$ cat src/rtl/ssr_pkg.sv
// Shared types and sizes for the speech-recognition frame scheduler.
// Optional feature: SSR_NN_WATCHDOG_EN enables the WAIT_NN watchdog.
package ssr_pkg;

    localparam int N_FEAT      = 26;
    localparam int FEAT_W      = 16;
    localparam int CLS_W       = 2;
    localparam int TIMEOUT_CYC = 4096;
    localparam int IDX_W       = $clog2(N_FEAT);
    localparam int WD_W        = $clog2(TIMEOUT_CYC);

    typedef logic signed [FEAT_W-1:0] feat_t;

    typedef enum logic [2:0] {
        IDLE    = 3'd0,
        COLLECT = 3'd1,
        LAUNCH  = 3'd2,
        WAIT_NN = 3'd3,
        PUBLISH = 3'd4
    } sched_state_t;

endpackage

$ cat src/rtl/nn_frame_sched_feat_frame_buf.sv
// Frame register buffer: one indexed write port plus the write index counter.
// The whole array is exposed so the network sees every feature in parallel.
module feat_frame_buf
    import ssr_pkg::*;
(
    input  logic             clk,
    input  logic             rst,
    input  logic             i_clr,
    input  logic             i_wr_en,
    input  feat_t            i_wr_data,
    output logic [IDX_W-1:0] o_idx,
    output feat_t            o_frame [N_FEAT-1:0]
);

    logic [IDX_W-1:0] r_idx;
    feat_t            r_frame [N_FEAT-1:0];

    // Store accepted features bit-exact at the current index and advance it.
    always_ff @(posedge clk or posedge rst) begin
        if (rst) begin
            r_idx <= {IDX_W{1'b0}};
            for (int i = 0; i < N_FEAT; i++) begin
                r_frame[i] <= {FEAT_W{1'b0}};
            end
        end else if (i_clr) begin
            r_idx <= {IDX_W{1'b0}};
        end else if (i_wr_en) begin
            r_frame[r_idx] <= i_wr_data;
            r_idx          <= r_idx + {{(IDX_W-1){1'b0}}, 1'b1};
        end else begin
            r_idx <= r_idx;
        end
    end

    assign o_idx   = r_idx;
    assign o_frame = r_frame;

endmodule

$ cat src/rtl/nn_frame_sched.sv
// Frame sequencer between the feature front-end and the neural network.
// Optional feature: SSR_NN_WATCHDOG_EN adds a timeout in WAIT_NN.
module nn_frame_sched
    import ssr_pkg::*;
(
    input  logic             clk,
    input  logic             rst,
    input  logic             but,
    input  logic             feat_valid,
    input  feat_t            feat_data,
    input  logic             feat_last,
    output logic             feat_ready,
    output feat_t            input_vector [N_FEAT-1:0],
    output logic             nn_start,
    input  logic             nn_done,
    input  logic [CLS_W-1:0] nn_value,
    output logic [CLS_W-1:0] speech_rec,
    output logic             rec_valid,
    output logic             busy,
    output logic             err
);

    sched_state_t     r_state;
    sched_state_t     w_state_nxt;
    logic             r_but_d;
    logic             w_but_rise;
    logic             w_accept;
    logic             w_clr_idx;
    logic             w_err_nxt;
    logic [IDX_W-1:0] w_idx;
    logic             r_feat_ready;
    logic             r_nn_start;
    logic             r_rec_valid;
    logic             r_busy;
    logic             r_err;
    logic [CLS_W-1:0] r_speech_rec;

    localparam logic [IDX_W-1:0] LAST_IDX = IDX_W'(N_FEAT - 1);

    assign w_but_rise = but & ~r_but_d;
    assign w_accept   = feat_valid & r_feat_ready;

    feat_frame_buf u_buf (
        .clk       (clk),
        .rst       (rst),
        .i_clr     (w_clr_idx),
        .i_wr_en   (w_accept),
        .i_wr_data (feat_data),
        .o_idx     (w_idx),
        .o_frame   (input_vector)
    );

`ifdef SSR_NN_WATCHDOG_EN
    logic [WD_W-1:0] r_wd_cnt;

    // Watchdog counter: cleared while launching, counts every cycle in WAIT_NN.
    always_ff @(posedge clk or posedge rst) begin
        if (rst) begin
            r_wd_cnt <= {WD_W{1'b0}};
        end else if (r_state == LAUNCH) begin
            r_wd_cnt <= {WD_W{1'b0}};
        end else if (r_state == WAIT_NN) begin
            r_wd_cnt <= r_wd_cnt + {{(WD_W-1){1'b0}}, 1'b1};
        end else begin
            r_wd_cnt <= r_wd_cnt;
        end
    end
`endif

    // Next-state logic; errors pulse err and abandon the frame without launching.
    always_comb begin
        w_state_nxt = r_state;
        w_err_nxt   = 1'b0;
        w_clr_idx   = 1'b0;
        case (r_state)
            IDLE: begin
                if (w_but_rise) begin
                    w_state_nxt = COLLECT;
                    w_clr_idx   = 1'b1;
                end else begin
                    w_state_nxt = IDLE;
                end
            end
            COLLECT: begin
                if (w_accept) begin
                    if (feat_last && (w_idx == LAST_IDX)) begin
                        w_state_nxt = LAUNCH;
                    end else if (feat_last || (w_idx == LAST_IDX)) begin
                        w_state_nxt = IDLE;
                        w_err_nxt   = 1'b1;
                    end else begin
                        w_state_nxt = COLLECT;
                    end
                end else begin
                    w_state_nxt = COLLECT;
                end
            end
            LAUNCH: begin
                w_state_nxt = WAIT_NN;
            end
            WAIT_NN: begin
                if (nn_done) begin
                    w_state_nxt = PUBLISH;
`ifdef SSR_NN_WATCHDOG_EN
                end else if (r_wd_cnt == WD_W'(TIMEOUT_CYC - 1)) begin
                    w_state_nxt = IDLE;
                    w_err_nxt   = 1'b1;
`endif
                end else begin
                    w_state_nxt = WAIT_NN;
                end
            end
            PUBLISH: begin
                w_state_nxt = IDLE;
            end
            default: begin
                w_state_nxt = IDLE;
            end
        endcase
    end

    // State register, button history and registered decode of the outputs.
    always_ff @(posedge clk or posedge rst) begin
        if (rst) begin
            r_state      <= IDLE;
            r_but_d      <= 1'b0;
            r_feat_ready <= 1'b0;
            r_nn_start   <= 1'b0;
            r_rec_valid  <= 1'b0;
            r_busy       <= 1'b0;
            r_err        <= 1'b0;
        end else begin
            r_state      <= w_state_nxt;
            r_but_d      <= but;
            r_feat_ready <= (w_state_nxt == COLLECT);
            r_nn_start   <= (w_state_nxt == LAUNCH);
            r_rec_valid  <= (w_state_nxt == PUBLISH);
            r_busy       <= (w_state_nxt != IDLE);
            r_err        <= w_err_nxt;
        end
    end

    // Class result register; only a result taken in WAIT_NN may update it.
    always_ff @(posedge clk or posedge rst) begin
        if (rst) begin
            r_speech_rec <= {CLS_W{1'b0}};
        end else if ((r_state == WAIT_NN) && nn_done) begin
            r_speech_rec <= nn_value;
        end else begin
            r_speech_rec <= r_speech_rec;
        end
    end

    assign feat_ready = r_feat_ready;
    assign nn_start   = r_nn_start;
    assign rec_valid  = r_rec_valid;
    assign busy       = r_busy;
    assign err        = r_err;
    assign speech_rec = r_speech_rec;

endmodule

$ cat config.mk
export PLATFORM = sky130hd
export DESIGN_NAME = nn_frame_sched
export DESIGN_NICKNAME = d
export VERILOG_FILES = /design/src/rtl/ssr_pkg.sv /design/src/rtl/nn_frame_sched_feat_frame_buf.sv /design/src/rtl/nn_frame_sched.sv
export SDC_FILE = /design/constraint.sdc
export NUM_CORES = 1
export LEC_CHECK = 0
export CELL_PAD_IN_SITES_DETAIL_PLACEMENT = 0
export CELL_PAD_IN_SITES_GLOBAL_PLACEMENT = 1
export CORE_ASPECT_RATIO = 1.5
export CORE_MARGIN = 2
export CORE_UTILIZATION = 37
export DETAILED_ROUTE_END_ITERATION = 12
export PLACE_DENSITY_LB_ADDON = 0.25
export SYNTH_ARGS = -nofsm -noshare
export SYNTH_HDL_FRONTEND = slang
export SYNTH_SLANG_ARGS = --single-unit
$ cat constraint.sdc
create_clock -name clk -period 15.3 [get_ports clk]
set_input_delay 3.06 -clock clk [delete_from_list [all_inputs] [get_ports clk]]
set_output_delay 3.06 -clock clk [all_outputs]
set_load 0.01 [all_outputs]
Yosys cells after proc, flatten, opt, wreduce, memory -nomap -nowiden
Index checks and enable logic that the tools add are counted.
W data, S select, Z words.
{"block": "word_totals", "input_bits": 24, "reg_bits": 432, "out_inout_bits": 423}
{"block": "classes", "mux": 17, "n_reduce_logical": 8, "add_sub_neg": 1, "bitwise": 4, "n_eq_ne": 7, "magnitude_cmp": 2}
{"cell": "$bwmux W416", "count": 1}
{"cell": "$demux W16 S5", "count": 1}
{"cell": "$mux W16", "count": 1}
{"cell": "$pmux W3 S4", "count": 1}
{"cell": "$mux W5", "count": 2}
{"cell": "$eq A3 B2 Y1 const B", "count": 3}
{"cell": "$mux W1", "count": 8}
{"cell": "$eq A3 B1 Y1 const B", "count": 2}
{"cell": "$lt A5 B6 Y1 const B", "count": 1}
{"cell": "$mux W3", "count": 2}
{"cell": "$add A5 B1 Y5 const B", "count": 1}
{"cell": "$eq A5 B5 Y1 const B", "count": 1}
{"cell": "$ge A5 B1 Y1 const B", "count": 1}
{"cell": "$eq A3 B3 Y1 const B", "count": 1}
{"cell": "$logic_and A1 B1 Y1", "count": 3}
{"cell": "$logic_not A3 Y1", "count": 1}
{"cell": "$reduce_bool A3 Y1", "count": 1}
{"cell": "$and A1 B1 Y1", "count": 2}
{"cell": "$mux W2", "count": 1}
{"cell": "$not A1 Y1", "count": 2}
{"cell": "$reduce_and A2 Y1", "count": 1}
{"cell": "$reduce_bool A2 Y1", "count": 1}
{"cell": "$logic_or A1 B1 Y1", "count": 1}

Longest topological paths before layout
{"block": "depth", "ltp_word": 7, "depth_mapped": 7, "depth_no_buf": 7}

Modules after synthesis
From an unflattened synthesis, not the netlist that was laid out.
{"block": "unflattened", "hier_cells": 1014, "area_unflattened_um2": 16532.1}
{"module": "feat_frame_buf", "seq_area_each_um2": 10535.1, "instances": 1, "cells_each": 971, "area_each_um2": 16039.1}
{"module": "nn_frame_sched", "seq_area_each_um2": 275.3, "instances": 1, "cells_each": 43, "area_each_um2": 493.0}

Least setup slack after synthesis
OpenSTA, ideal clock, no wires.
{"block": "synth_path", "kind": "input to register", "startpoint": "input but", "endpoint": "register u_buf.r_frame (netlist bit u_buf.o_frame[0])", "slack_ns": 10.613, "t_arrival_ns": 4.562, "path_stages": 6, "path_cell_list": "or4b_1 > buf_6 > buf_12 > o211ai_4 > buf_12 > mux2_4"}
{"block": "synth_between", "elab_chain_len": 5}
{"element": "start: declaration", "line": "nn_frame_sched.sv:8", "text": "input logic but,"}
{"element": "$and A1 B1 Y1", "line": "nn_frame_sched.sv:40", "text": "assign w_but_rise = but & ~r_but_d;"}
{"element": "$mux W1", "line": "nn_frame_sched.sv:77", "text": "if (w_but_rise) begin"}
{"element": "$mux W1", "line": "nn_frame_sched.sv:75", "text": "case (r_state)"}
{"element": "$not A1 Y1 (no source line)"}
{"element": "$reduce_and A2 Y1 (no source line)"}
{"element": "end signal: indexed assignment", "line": "nn_frame_sched_feat_frame_buf.sv:23", "text": "r_frame[i] <= {FEAT_W{1'b0}};"}
{"element": "end signal: indexed assignment", "line": "nn_frame_sched_feat_frame_buf.sv:28", "text": "r_frame[r_idx] <= i_wr_data;"}
{"element": "end: declaration", "line": "nn_frame_sched_feat_frame_buf.sv:16", "text": "feat_t r_frame [N_FEAT-1:0];"}
No other way between the ends.
A chain may end at the register's enable or synchronous reset.

Worst setup path after layout
{"block": "layout_path", "startpoint": "input but", "endpoint": "register u_buf.r_frame (netlist bit u_buf.o_frame[340])"}
The elaborated chain is that of the path after synthesis.

==> flow_summary.ini <==
[status]
outcome = finished, final reports clean

[cells_and_area]
final_net_count = 1474
n_fill_cell = 4092
final_cell_mix = clkdlybuf4s50_1, dfrtp_1, mux2_2
n_antenna_cell = 0
final_common_cell = clkdlybuf4s50_1
fin_area_um2 = 23900
stdcell_count = 2075
area_growth_pct = 34.7
drive_gt1_share_pct = 36.7

[clock_network]
cts_buffers = 43
clock-sinks = 432
path_clk_slew_ns = 0.06
clock_latency_ns = 0.55
htreeDepth = 2
cts_resized = 0
clock_path_buffers = 3
clk_root_buffer_cell = clkbuf_16
cts_setup_buffers = 0
holdBufCountCts = 0
cts_tree = yes

[critical_path]
critPathMaxFanout = 28
slowest_delay_ns = 0.90
criticalPathCategory = in -> reg
cpMaxStageDelayCell = o211ai_2
reg2reg_to = u_buf.o_frame[340]
crit_path_end_kind = flip-flop
crit_end = u_buf.o_frame[340]
crit_start = but
worstPathRequired_ns = 15.73
r2r_cells = 4
rrSetupSlack_ns = 12.43
cp_data_arrival_time_ns = 5.81
cp_cell_sequence = clkdlybuf4s50_1, or4b_2, buf_4, o211ai_2, mux2_2
worstSetupStartpointType = input pin
timing.rr.start = r_state[1]

[timing]
timing.setup.tns_ns = 0
finalWorstSetupSlack_ns = 9.92
clock.fmax_mhz = 186
min_period_ns = 5.38
slew_violations = 0
finalSetupViolCount = 0
slew_headroom_pct = 25.4
skew_ns = 0.0180
fin_crit_sh_pct = 35.2
worst_pin_slew_ns = 1.12
rsz0062_at_grt = no
hold_violations = 0

[detailed_routing]
drcViolationCount = 0
dr.pass1.iters = 4
wl_mm = 51.1
drt_iter0_markers = 356
post_drt_via_cell_ratio = 4.87
wire_per_inst_um = 24.6
ant_nets = 0
vias = 10111

[global_routing]
gr-total-overflow = 0
grt_pass1_wl_mm = 76.3
antenna_found_initial = 0
grtUsageTotal_pct = 20.6
grt_max_degree = 99
grt_pass1_vias = 10983

[min_path]
worstHoldStart = u_buf.o_frame[106]
min-delay-path-class = reg -> reg

[pwr]
p_int_mw = 2.64
total_power_mw = 3.68
power.sequential.fraction_pct = 41.4
power_frac_comb_pct = 29.8
p_sw_share_pct = 28.1
switching_power_mw = 1.03
max-vdd-ir-drop_uv = 92.7
power.density_nw_per_um2 = 154
p_clk_share_pct = 28.8
p_leak_nw = 11.6

[placement]
dp_hpwl_mm = 35.2
portBuffers = 446
placed_cell_area_um2 = 22500
gp_congestion = 0.745
place_ws_ns = 9.26
placed_cells = 1999

[floorplan]
die_h_um = 272
die_x_um = 183
rows = 98
die_area_um2 = 49800
core_area_um2 = 47600
pin_count = 447
start_util_pct = 37.3

[logic_synthesis]
ys_ff_latch = 432
netlist_area_um2 = 17700
syn_nets = 1035
synthCells = 1005
synthAdderAreaFrac_pct = 0.423
yosysWarnings = 0
syn_area_per_cell_um2 = 17.7
synth_xor_area_share_pct = 0.0987
synth_mux_area_share_pct = 30.3
yosys.area_share.simple_pct = 1.48
synth_top_family_by_area = multiplexers
ys_seq_area_share_pct = 60.9
synth-compound-area-share_pct = 2.93
synthDistinctLibCells = 33

[flow_run]
cap_violations = 0
power groups by stage:
stage,sequential (mW),clock [mW],combinational (mW)
global placement,1.53,0,1.10
global route,1.55,1.14,1.16
finish,1.52,1.06,1.10
CTS,1.52,1.09,1.11
floorplan,1.63,0,0.397
detailed placement,1.54,0,1.11
per-layer routing:
metal	up-vias	part of all wire [%]	global-route usage [%]
met1	5272	39	24.3
li1	4411	-	-
met4	0	4.4	9.05
met3	97	6.4	5.35
met5	-	0	0
met2	331	50	35.5
registers in the layout, summed over array words and instances, names as in the netlist:
signal / count
busy: 1
err: 1
feat_ready: 1
nn_start: 1
r_but_d: 1
r_state: 3
rec_valid: 1
speech_rec: 2
u_buf.o_frame: 416
u_buf.o_idx: 5
worst min-delay path by stage:
stage	endpoint	slack (ns)	cells after the start
floorplan	u_buf.o_frame[100]	0.55	1
global placement	u_buf.o_frame[331]	0.49	1
detailed placement	u_buf.o_frame[414]	0.49	1
CTS	u_buf.o_frame[414]	0.50	1
global route	u_buf.o_frame[57]	0.51	1
finish	u_buf.o_frame[106]	0.50	1
through the flow:
| stage | hold slack, ns | utilization [%] |
|---|---|---|
| floorplan | 0.550 | - |
| global placement | 0.488 | 47.2 |
| detailed placement | 0.492 | 47.2 |
| CTS | 0.505 | 50.2 |
| global route | 0.513 | 50.2 |
| finish | 0.503 | 50.2 |
Yosys cell counts:
library cell / count / area (um^2)
mux2_4: 180 / 2700
buf_4: 8 / 60.1
or3_1: 1 / 6.26
nor2_1: 3 / 11.3
inv_1: 6 / 22.5
nand3_1: 2 / 10.0
buf_12: 20 / 400
nor3_4: 1 / 16.3
a31o_2: 1 / 8.76
a2bb2oi_1: 1 / 8.76
and3_1: 4 / 25.0
xnor2_1: 2 / 17.5
and4_1: 1 / 8.76
mux2_2: 238 / 2680
nor2b_1: 2 / 12.5
dfrtp_1: 432 / 10800
a21oi_1: 3 / 15.0
nor3b_2: 1 / 12.5
o211ai_2: 8 / 100
o211ai_4: 18 / 383
nand2_1: 8 / 30.0
nand4_1: 1 / 6.26
clkbuf_1: 33 / 124
o21ai_0: 1 / 5.00
ha_1: 6 / 75.1
buf_6: 1 / 11.3
nor3b_4: 2 / 37.5
nand3b_1: 2 / 15.0
or4b_1: 1 / 10.0
and3b_1: 3 / 26.3
nor3b_1: 2 / 15.0
buf_2: 11 / 55.1
and4b_1: 2 / 20.0
cell families after synthesis:
kind of cell / count (synthesis)
AOI/OAI and AO/OA: 32
xor gates and xnor gates: 2
adders and majority gates: 6
buffers and inverters: 79
DFF: 432
muxes: 418
and+or+nand+nor: 36
cell type report:
cell class | instances | area [um^2] | area share (%)
clock buffers | 64 | 1290 | 5.38
clock inverters | 12 | 128 | 0.534
inverters | 6 | 30.0 | 0.126
multi-input cells | 494 | 6270 | 26.2
flip-flops and latches | 432 | 10800 | 45.3
well taps | 600 | 751 | 3.14
repair buffers | 467 | 4620 | 19.3
worst max-delay path, delay by kind of cell:
kind,cells,cell delay (ns)
compound gates,1,0.90
buf+inv,2,0.81
simple gates,1,0.58
mux,1,0.42
No activity file was read; power rests on OpenSTA's default activity.
